File: config.mk
export PLATFORM = sky130hd
export DESIGN_NAME = demux_1x2_buffered_flat
export DESIGN_NICKNAME = d
export VERILOG_FILES = /design/src/rtl/demux_1x2_buffered_if.sv /design/src/rtl/demux_1x2_buffered.sv /design/src/flat_wrapper.sv
export SDC_FILE = /design/constraint.sdc
export NUM_CORES = 1
export LEC_CHECK = 0
export ABC_AREA = 1
export BUFFER_PORTS_ARGS = -buffer_cell sky130_fd_sc_hd__buf_2
export CAP_MARGIN = 20
export CORE_MARGIN = 2
export CORE_UTILIZATION = 50
export CTS_BUF_LIST = sky130_fd_sc_hd__clkbuf_2 sky130_fd_sc_hd__clkbuf_4 sky130_fd_sc_hd__clkbuf_8
export CTS_CLUSTER_SIZE = 24
export DETAILED_ROUTE_END_ITERATION = 12
export PLACE_DENSITY = 0.85
export SYNTH_ARGS = -nofsm -noshare
export SYNTH_HDL_FRONTEND = slang
export SYNTH_SLANG_ARGS = --single-unit
File: constraint.sdc
create_clock -name clk -period 5.2 [get_ports clk]
set_input_delay 0 -clock clk [delete_from_list [all_inputs] [get_ports clk]]
set_output_delay 0 -clock clk [all_outputs]
set_load 0.01 [all_outputs]
File: src/rtl/demux_1x2_buffered_if.sv
// rtl/demux_1x2_buffered_if.sv - stream bundle for the buffered 1-to-2 distributor
interface demux_1x2_buffered_if #(
  parameter int DATA_WIDTH = 32
);
  logic                    i_valid;
  logic [DATA_WIDTH-1:0]   i_data_bus;
  logic                    o_ready;
  logic                    i_en;
  logic [1:0]              i_cmd;
  logic [1:0]              o_valid;
  logic [2*DATA_WIDTH-1:0] o_data_bus;
  logic [1:0]              i_ready;

  modport master (
    output i_valid, i_data_bus, i_en, i_cmd, i_ready,
    input  o_ready, o_valid, o_data_bus
  );

  modport slave (
    input  i_valid, i_data_bus, i_en, i_cmd, i_ready,
    output o_ready, o_valid, o_data_bus
  );
endinterface

File: src/rtl/demux_1x2_buffered.sv
// rtl/demux_1x2_buffered.sv - registered 1-to-2 distributor with a small FIFO per branch
module demux_1x2_buffered #(
  parameter int DATA_WIDTH    = 32,
  parameter int COMMAND_WIDTH = 2,
  parameter int FIFO_DEPTH    = 2
) (
  input  logic                  clk,
  input  logic                  rst,
  demux_1x2_buffered_if.slave   bus
);
  localparam int AW = $clog2(FIFO_DEPTH);
  localparam int CW = AW + 1;

  logic [COMMAND_WIDTH-1:0] cmd;
  logic [1:0]               full;
  logic [1:0]               empty;
  logic                     ready;
  logic                     accept;

  assign cmd = bus.i_cmd;

  // Multicast is all-or-nothing, so both branches must have room for cmd 11.
  always_comb begin
    ready = 1'b0;
    if (bus.i_en) begin
      case (cmd)
        2'b00:   ready = 1'b1;
        2'b01:   ready = ~full[0];
        2'b10:   ready = ~full[1];
        default: ready = ~full[0] & ~full[1];
      endcase
    end
  end

  assign bus.o_ready = ready;
  assign accept      = bus.i_valid & ready;

  for (genvar b = 0; b < 2; b++) begin : g_branch
    logic [DATA_WIDTH-1:0] mem [FIFO_DEPTH];
    logic [AW-1:0]         wr_ptr;
    logic [AW-1:0]         rd_ptr;
    logic [CW-1:0]         cnt;
    logic                  push;
    logic                  pop;

    assign full[b]  = (cnt == CW'(FIFO_DEPTH));
    assign empty[b] = (cnt == '0);
    assign push     = accept & cmd[b];
    assign pop      = ~empty[b] & bus.i_ready[b];

    always_ff @(posedge clk) begin
      if (rst) begin
        wr_ptr <= '0;
        rd_ptr <= '0;
        cnt    <= '0;
      end else begin
        if (push) begin
          mem[wr_ptr] <= bus.i_data_bus;
          wr_ptr      <= wr_ptr + 1'b1;
        end
        if (pop) begin
          rd_ptr <= rd_ptr + 1'b1;
        end
        case ({push, pop})
          2'b10:   cnt <= cnt + 1'b1;
          2'b01:   cnt <= cnt - 1'b1;
          default: cnt <= cnt;
        endcase
      end
    end

    // Idle branches present zeros rather than stale storage contents.
    assign bus.o_valid[b] = ~empty[b];
    assign bus.o_data_bus[b*DATA_WIDTH +: DATA_WIDTH] = empty[b] ? '0 : mem[rd_ptr];
  end
endmodule

File: src/flat_wrapper.sv
// flat-port wrapper written by rule: the top's interface ports become plain ports
module demux_1x2_buffered_flat 
#(
  parameter int DATA_WIDTH    = 32,
  parameter int COMMAND_WIDTH = 2,
  parameter int FIFO_DEPTH    = 2
)
  (clk, rst, bus_i_valid, bus_i_data_bus, bus_i_en, bus_i_cmd, bus_i_ready, bus_o_ready, bus_o_valid, bus_o_data_bus);
  demux_1x2_buffered_if #(.DATA_WIDTH(DATA_WIDTH)) bus_i ();
  input  logic clk;
  input  logic rst;
  input wire logic [$bits(bus_i.i_valid)-1:0] bus_i_valid;
  input wire logic [$bits(bus_i.i_data_bus)-1:0] bus_i_data_bus;
  input wire logic [$bits(bus_i.i_en)-1:0] bus_i_en;
  input wire logic [$bits(bus_i.i_cmd)-1:0] bus_i_cmd;
  input wire logic [$bits(bus_i.i_ready)-1:0] bus_i_ready;
  output wire logic [$bits(bus_i.o_ready)-1:0] bus_o_ready;
  output wire logic [$bits(bus_i.o_valid)-1:0] bus_o_valid;
  output wire logic [$bits(bus_i.o_data_bus)-1:0] bus_o_data_bus;
  assign bus_i.i_valid = bus_i_valid;
  assign bus_i.i_data_bus = bus_i_data_bus;
  assign bus_i.i_en = bus_i_en;
  assign bus_i.i_cmd = bus_i_cmd;
  assign bus_i.i_ready = bus_i_ready;
  assign bus_o_ready = bus_i.o_ready;
  assign bus_o_valid = bus_i.o_valid;
  assign bus_o_data_bus = bus_i.o_data_bus;
  demux_1x2_buffered #(.DATA_WIDTH(DATA_WIDTH), .COMMAND_WIDTH(COMMAND_WIDTH), .FIFO_DEPTH(FIFO_DEPTH)) u_core (.clk(clk), .rst(rst), .bus(bus_i));
endmodule
# After elaboration in Yosys (flattened, before gate mapping)
# Memory sizes are Yosys's and may differ from the RTL's. A register that Yosys moved wholly into a read port is not among the register bits.
# Index checks and enable logic that the tools add are counted.
[word_totals]
romBits = 0
ram_bits = 128
output_inout_bits = 67
input_bits = 40
latchBits = 0
register_bits = 8
elab_cells = 55
mem_count = 2
[classes]
n_eq_ne = 8
n_reduce_logical = 5
addsub = 8
magnitude_cmp = 0
n_bitwise = 10
div = 0
n_shift = 0
mux = 16
multipliers = 0
[memory_table]
columns = ["name", "words", "width", "rd", "rd_clocked_by_memory_dff", "write_ports", "line_no", "source"]
rows = [
  ["u_core.g_branch[0].mem", 2, 32, 1, 1, 1, "demux_1x2_buffered.sv:39", "logic [DATA_WIDTH-1:0] mem [FIFO_DEPTH];"],
  ["u_core.g_branch[1].mem", 2, 32, 1, 1, 1, "demux_1x2_buffered.sv:39", ""],
]
[op_table]
columns = ["operator", "count"]
rows = [
  ["2-to-1 mux 32 bit", 2],
  ["2-to-1 mux 1 bit", 11],
  ["equality test 2 bit (second input constant)", 5],
  ["case mux 2 bit (2 select lines)", 2],
  ["bitwise AND 1 bit", 6],
  ["equality test 2 x 1 -> 1 bit (second input constant)", 3],
  ["logical NOT 2 bit", 3],
  ["adder 1 bit (second input constant)", 4],
  ["adder 2 x 1 -> 2 bit (second input constant)", 2],
  ["inverter 1 bit", 4],
  ["nonzero test 2 bit", 2],
  ["subtractor 2 x 1 -> 2 bit (second input constant)", 2],
  ["case mux 1 bit (3 select lines)", 1],
]

# Longest topological paths before layout
[logic_depth]
word_depth = 10
depth_mapped = 10
depth_no_buf = 10

# Worst setup path before layout
# Ideal clock, no wire load.
[synth_timing]
path_type = "reg2reg"
from = "register u_core.g_branch[0].cnt[0]"
to = "memory u_core.g_branch[0].mem[1][0] (enable)"
t_required_ns = 4.779
setup_ns = 0.421
slack_ns = 2.673
period_less_slack_ns = 2.527
arrival_ns = 2.106
n_path_buf = 0
stages_incl_launch_ff = 5
path_cell_list = "dfxtp_1 -> nor2_2 -> nor2_1 -> nand4_1 -> nor2_1"
[synth_between]
elab_chain_len = 10
[synth_lines]
columns = ["item", "line_no", "source"]
rows = [
  ["from (decl)", "demux_1x2_buffered.sv:42", "logic [CW-1:0] cnt;"],
  ["from (signal assigned)", "demux_1x2_buffered.sv:65", "2'b10: cnt <= cnt + 1'b1;"],
  ["from (signal assigned)", "demux_1x2_buffered.sv:66", "2'b01: cnt <= cnt - 1'b1;"],
  ["from (signal assigned)", "demux_1x2_buffered.sv:67", "default: cnt <= cnt;"],
  ["equality test 2 bit (*)", "demux_1x2_buffered.sv:46", "assign full[b] = (cnt == CW'(FIFO_DEPTH));"],
  ["inverter 1 bit (*)", "demux_1x2_buffered.sv:28, demux_1x2_buffered.sv:30", ""],
  ["bitwise AND 1 bit", "demux_1x2_buffered.sv:30", "default: ready = ~full[0] & ~full[1];"],
  ["case mux 1 bit (3 select lines) (*)", "demux_1x2_buffered.sv:26", "case (cmd)"],
  ["2-to-1 mux 1 bit (*)", "demux_1x2_buffered.sv:25", "if (bus.i_en) begin"],
  ["bitwise AND 1 bit (*)", "demux_1x2_buffered.sv:36", "assign accept = bus.i_valid & ready;"],
  ["bitwise AND 1 bit (*)", "demux_1x2_buffered.sv:48", "assign push = accept & cmd[b];"],
  ["2-to-1 mux 1 bit (*)", "demux_1x2_buffered.sv:57", "if (push) begin"],
  ["2-to-1 mux 1 bit (*)", "demux_1x2_buffered.sv:52", "if (rst) begin"],
  ["2-to-1 mux 1 bit (implied by the code) (*)", "demux_1x2_buffered.sv:58", "mem[wr_ptr] <= bus.i_data_bus;"],
  ["to (decl)", "demux_1x2_buffered.sv:39", ""],
]
# Mark *: on every way between the ends. The rest lies on a longest branch, timed or not.

==> impl_metrics.yaml <==
status:
  outcome: "completed"
sta:
  worst_slew_pin_slew_ns: 1.02
  rsz0062_at_grt: "no"
  slew_headroom_pct: 32.2
  setup_viol: 0
  fmax_mhz: 416
  final.setup_skew_ns: 0.0144
  period_minus_slack_ns: 2.41
  post-route-period-util_pct: 46.3
  hold_viol_final: 0
  fin_tns_setup_ns: 0
  final_max_slew_viol_count: 0
floorplanning:
  std_cell_rows: 37
  core_mm2: 0.0103
  pin_count: 107
  die_w_um: 107
  fp.dieH_um: 107
  start_util_pct: 51.3
  dieArea_mm2: 0.0114
placed_design:
  io_buffers: 106
  dp.cells: 637
  routabilityCongestion: 0.866
  dp_hpwl_um: 7000
synth:
  syn-num-nets: 455
  yosys_warnings: 0
  synth_area_mm2: 0.00530
  syn_area_per_cell_um2: 12.8
  ys_ff_latch: 138
  synth_cell_type_count: 19
  synthTopCellsByArea: "edfxtp_1 (73%), nand2_1 (9.7%), a21oi_1 (6.7%)"
  seq_area_frac_synth_pct: 76.3
  synth_top_area_share_pct: 72.5
  synth_area_leader_cell: "edfxtp_1"
  synth_cells: 413
clocking:
  clock_latency_ns: 0.43
  clockRootBuffer: "clkbuf_8"
  cts_tree: "yes"
  cts_buffers: 17
  cts_sinks: 138
  clkTransAtPathRegs_ns: 0.07
  htree_levels: 4
  cts_buffer_depth: 2
global_route:
  grt_pass1_vias: 3632
  grt-ovfl-total: 0
  grt_pass1_wl_um: 18200
  grt_max_degree: 35
  grt_usage_pct: 21.4
  antenna_found_initial: 0
power_and_ir_drop:
  p_leak_nw: 2.71
  power_frac_clock_pct: 34.4
  seqPwrFrac_pct: 50.2
  peakVddDrop_mv: 0.223
  cellPowerDensity_mw_per_mm2: 370
  cell_internal_pwr_mw: 1.84
  switching_share_pct: 26.5
  power.total_mw: 2.51
  netSwitchingPower_mw: 0.664
  combPwrFrac_pct: 15.4
finish:
  diodes: 0
  multi_input_comb_area_mm2: 0.00110
  ff_latch_area_mm2: 0.00404
  fill_cells: 747
  post_route_cells_drive_above_1_share_pct: 26.8
  stdcell_count: 711
  nets: 604
  area_delta_synth_final_pct: 27.9
min_path:
  hold_end: "u_core.g_branch[1].wr_ptr"
  worstHoldStart: "bus_i_valid"
  holdPathStages: 4
  min_path_type: "in -> reg"
worst_setup_path:
  critical_path.cell_chain: "inv_1, nand2_1, a21oi_1, buf_2"
  r2r-end: "u_core.g_branch[0].mem[1][4]"
  reg2reg_slack_ns: 3.02
  required_ns: 5.20
  cp-start-kind: "register"
  rr_startpoint: "u_core.g_branch[0].cnt[0]"
  worst_setup_path_end_kind: "primary output"
  cp_slowest_cell: "inv_1"
  critPathArrivalTime_ns: 2.41
  critPathKind: "reg -> out"
  slowest_delay_ns: 0.84
  cp_max_fo: 32
  reg2regPathDepth: 4
drt:
  drtAntennaViolNets: 0
  wl_met2_um: 5870
  drt_iter0_drc: 277
  dr.max_layer_used: "met4"
  met1Wirelength_um: 5060
  drc: 0
  wl_um: 12000
  viasPerCell: 5.19
  dr.pass1.iters: 5
  num_vias: 3690
  routed-wl-met3_um: 819
  drt-wirelength-per-cell_um: 16.8
job:
  maxCapViolations: 0
cell type report:
cell class | instances | area share, %
sequential | 138 | 59.7
inverter | 15 | 0.831
multi-input combinational | 240 | 16.2
timing repair buffer | 150 | 14.8
clock inverter | 11 | 1.77
clock buffer | 21 | 4.17
tap | 136 | 2.51
metal layers:
metal  global-route usage, %  up-vias
li1                        -     1740
met1                    28.5     1759
met2                    34.5      172
met3                    4.44       19
met4                    9.18        0
met5                       0        -
registers in the layout, indices dropped and copies added (netlist names), named ones only:
signal / count
u_core.g_branch.rd_ptr: 2
u_core.g_branch.wr_ptr: 2
u_core.g_branch.cnt: 4
u_core.g_branch.mem: 128
cell usage after synthesis:
cell	number
a21oi_1	71
buf_2	11
buf_4	9
dfxtp_1	10
edfxtp_1	128
ha_1	2
inv_1	14
inv_2	1
nand2_1	137
nand2_2	1
nand3_2	1
nand4_1	4
nor2_1	12
nor2_2	2
nor2_4	4
o21ai_0	2
o21ai_1	1
o21bai_1	2
xor2_1	1
cells in the final DEF (no fill, tap or decap), types with 2 or more instances in the layout:
master	instances
edfxtp_1	128
nand4_1	4
buf_2	106
nor2_4	7
clkinvlp_4	3
clkinv_4	2
inv_1	14
buf_16	2
clkinv_2	4
o21ai_0	2
o21bai_1	2
dlygate4sd3_1	39
a21oi_1	71
bufinv_16	2
buf_4	2
nor2_1	10
clkbuf_8	20
nand2_1	137
dfxtp_1	10
ha_1	2
worst max-delay path by stage:
stage                                        end  slack (ns)  depth (start not counted)
finish                        bus_o_data_bus[20]        2.79                          4
global route                  bus_o_data_bus[13]        2.63                          4
CTS                           bus_o_data_bus[57]        2.04                          4
detailed placement            bus_o_data_bus[57]        2.57                          4
global placement              bus_o_data_bus[51]        2.74                          4
floorplan           u_core.g_branch[0].mem[1][0]        2.67                          4
power groups by stage:
stage	clock (mW)	sequential [mW]	combinational, mW
after CTS	0.871	1.27	0.364
after floorplan	0	1.27	0.220
after global placement	0	1.29	0.331
after global routing	0.923	1.26	0.423
final	0.863	1.26	0.385
after detailed placement	0	1.29	0.340
worst max-delay path, delay by kind of cell, from the launching register on:
| kind | cells | cell delay [ns] |
|---|---|---|
| flip-flops | 1 | 0.52 |
| AND/OR/NAND/NOR | 1 | 0.16 |
| buffers and inverters | 2 | 1.02 |
| AO/OA/AOI/OAI | 1 | 0.27 |
per-stage QoR:
step	util [%]	hold WS, ns	instance area, um^2	setup slack [ns]
after floorplan	-	0.0724	5300	2.67
after global placement	57.3	0.216	5910	2.74
after detailed placement	57.3	0.226	5910	2.57
after CTS	65.0	0.0170	6710	2.04
after global routing	65.6	0.0673	6780	2.63
final	65.6	0.0516	6780	2.79
timing repair:
| action | in CTS | in global routing |
|---|---|---|
| hold buffers | 39 | 0 |
| setup buffers | 0 | 0 |
| resized for setup | 0 | 0 |
| endpoints found under the hold margin | 138 | 0 |
kinds of logic after synthesis:
kind of cell | after synthesis | synth area share (%)
and+or+nand+nor | 161 | 12.4
DFF | 138 | 76.3
AOI/OAI and AO/OA | 76 | 7.27
buffers and inverters | 35 | 3.38
adders and majority gates | 2 | 0.472
xor gates and xnor gates | 1 | 0.165
Note: power is estimated with default switching activity, not from simulation.
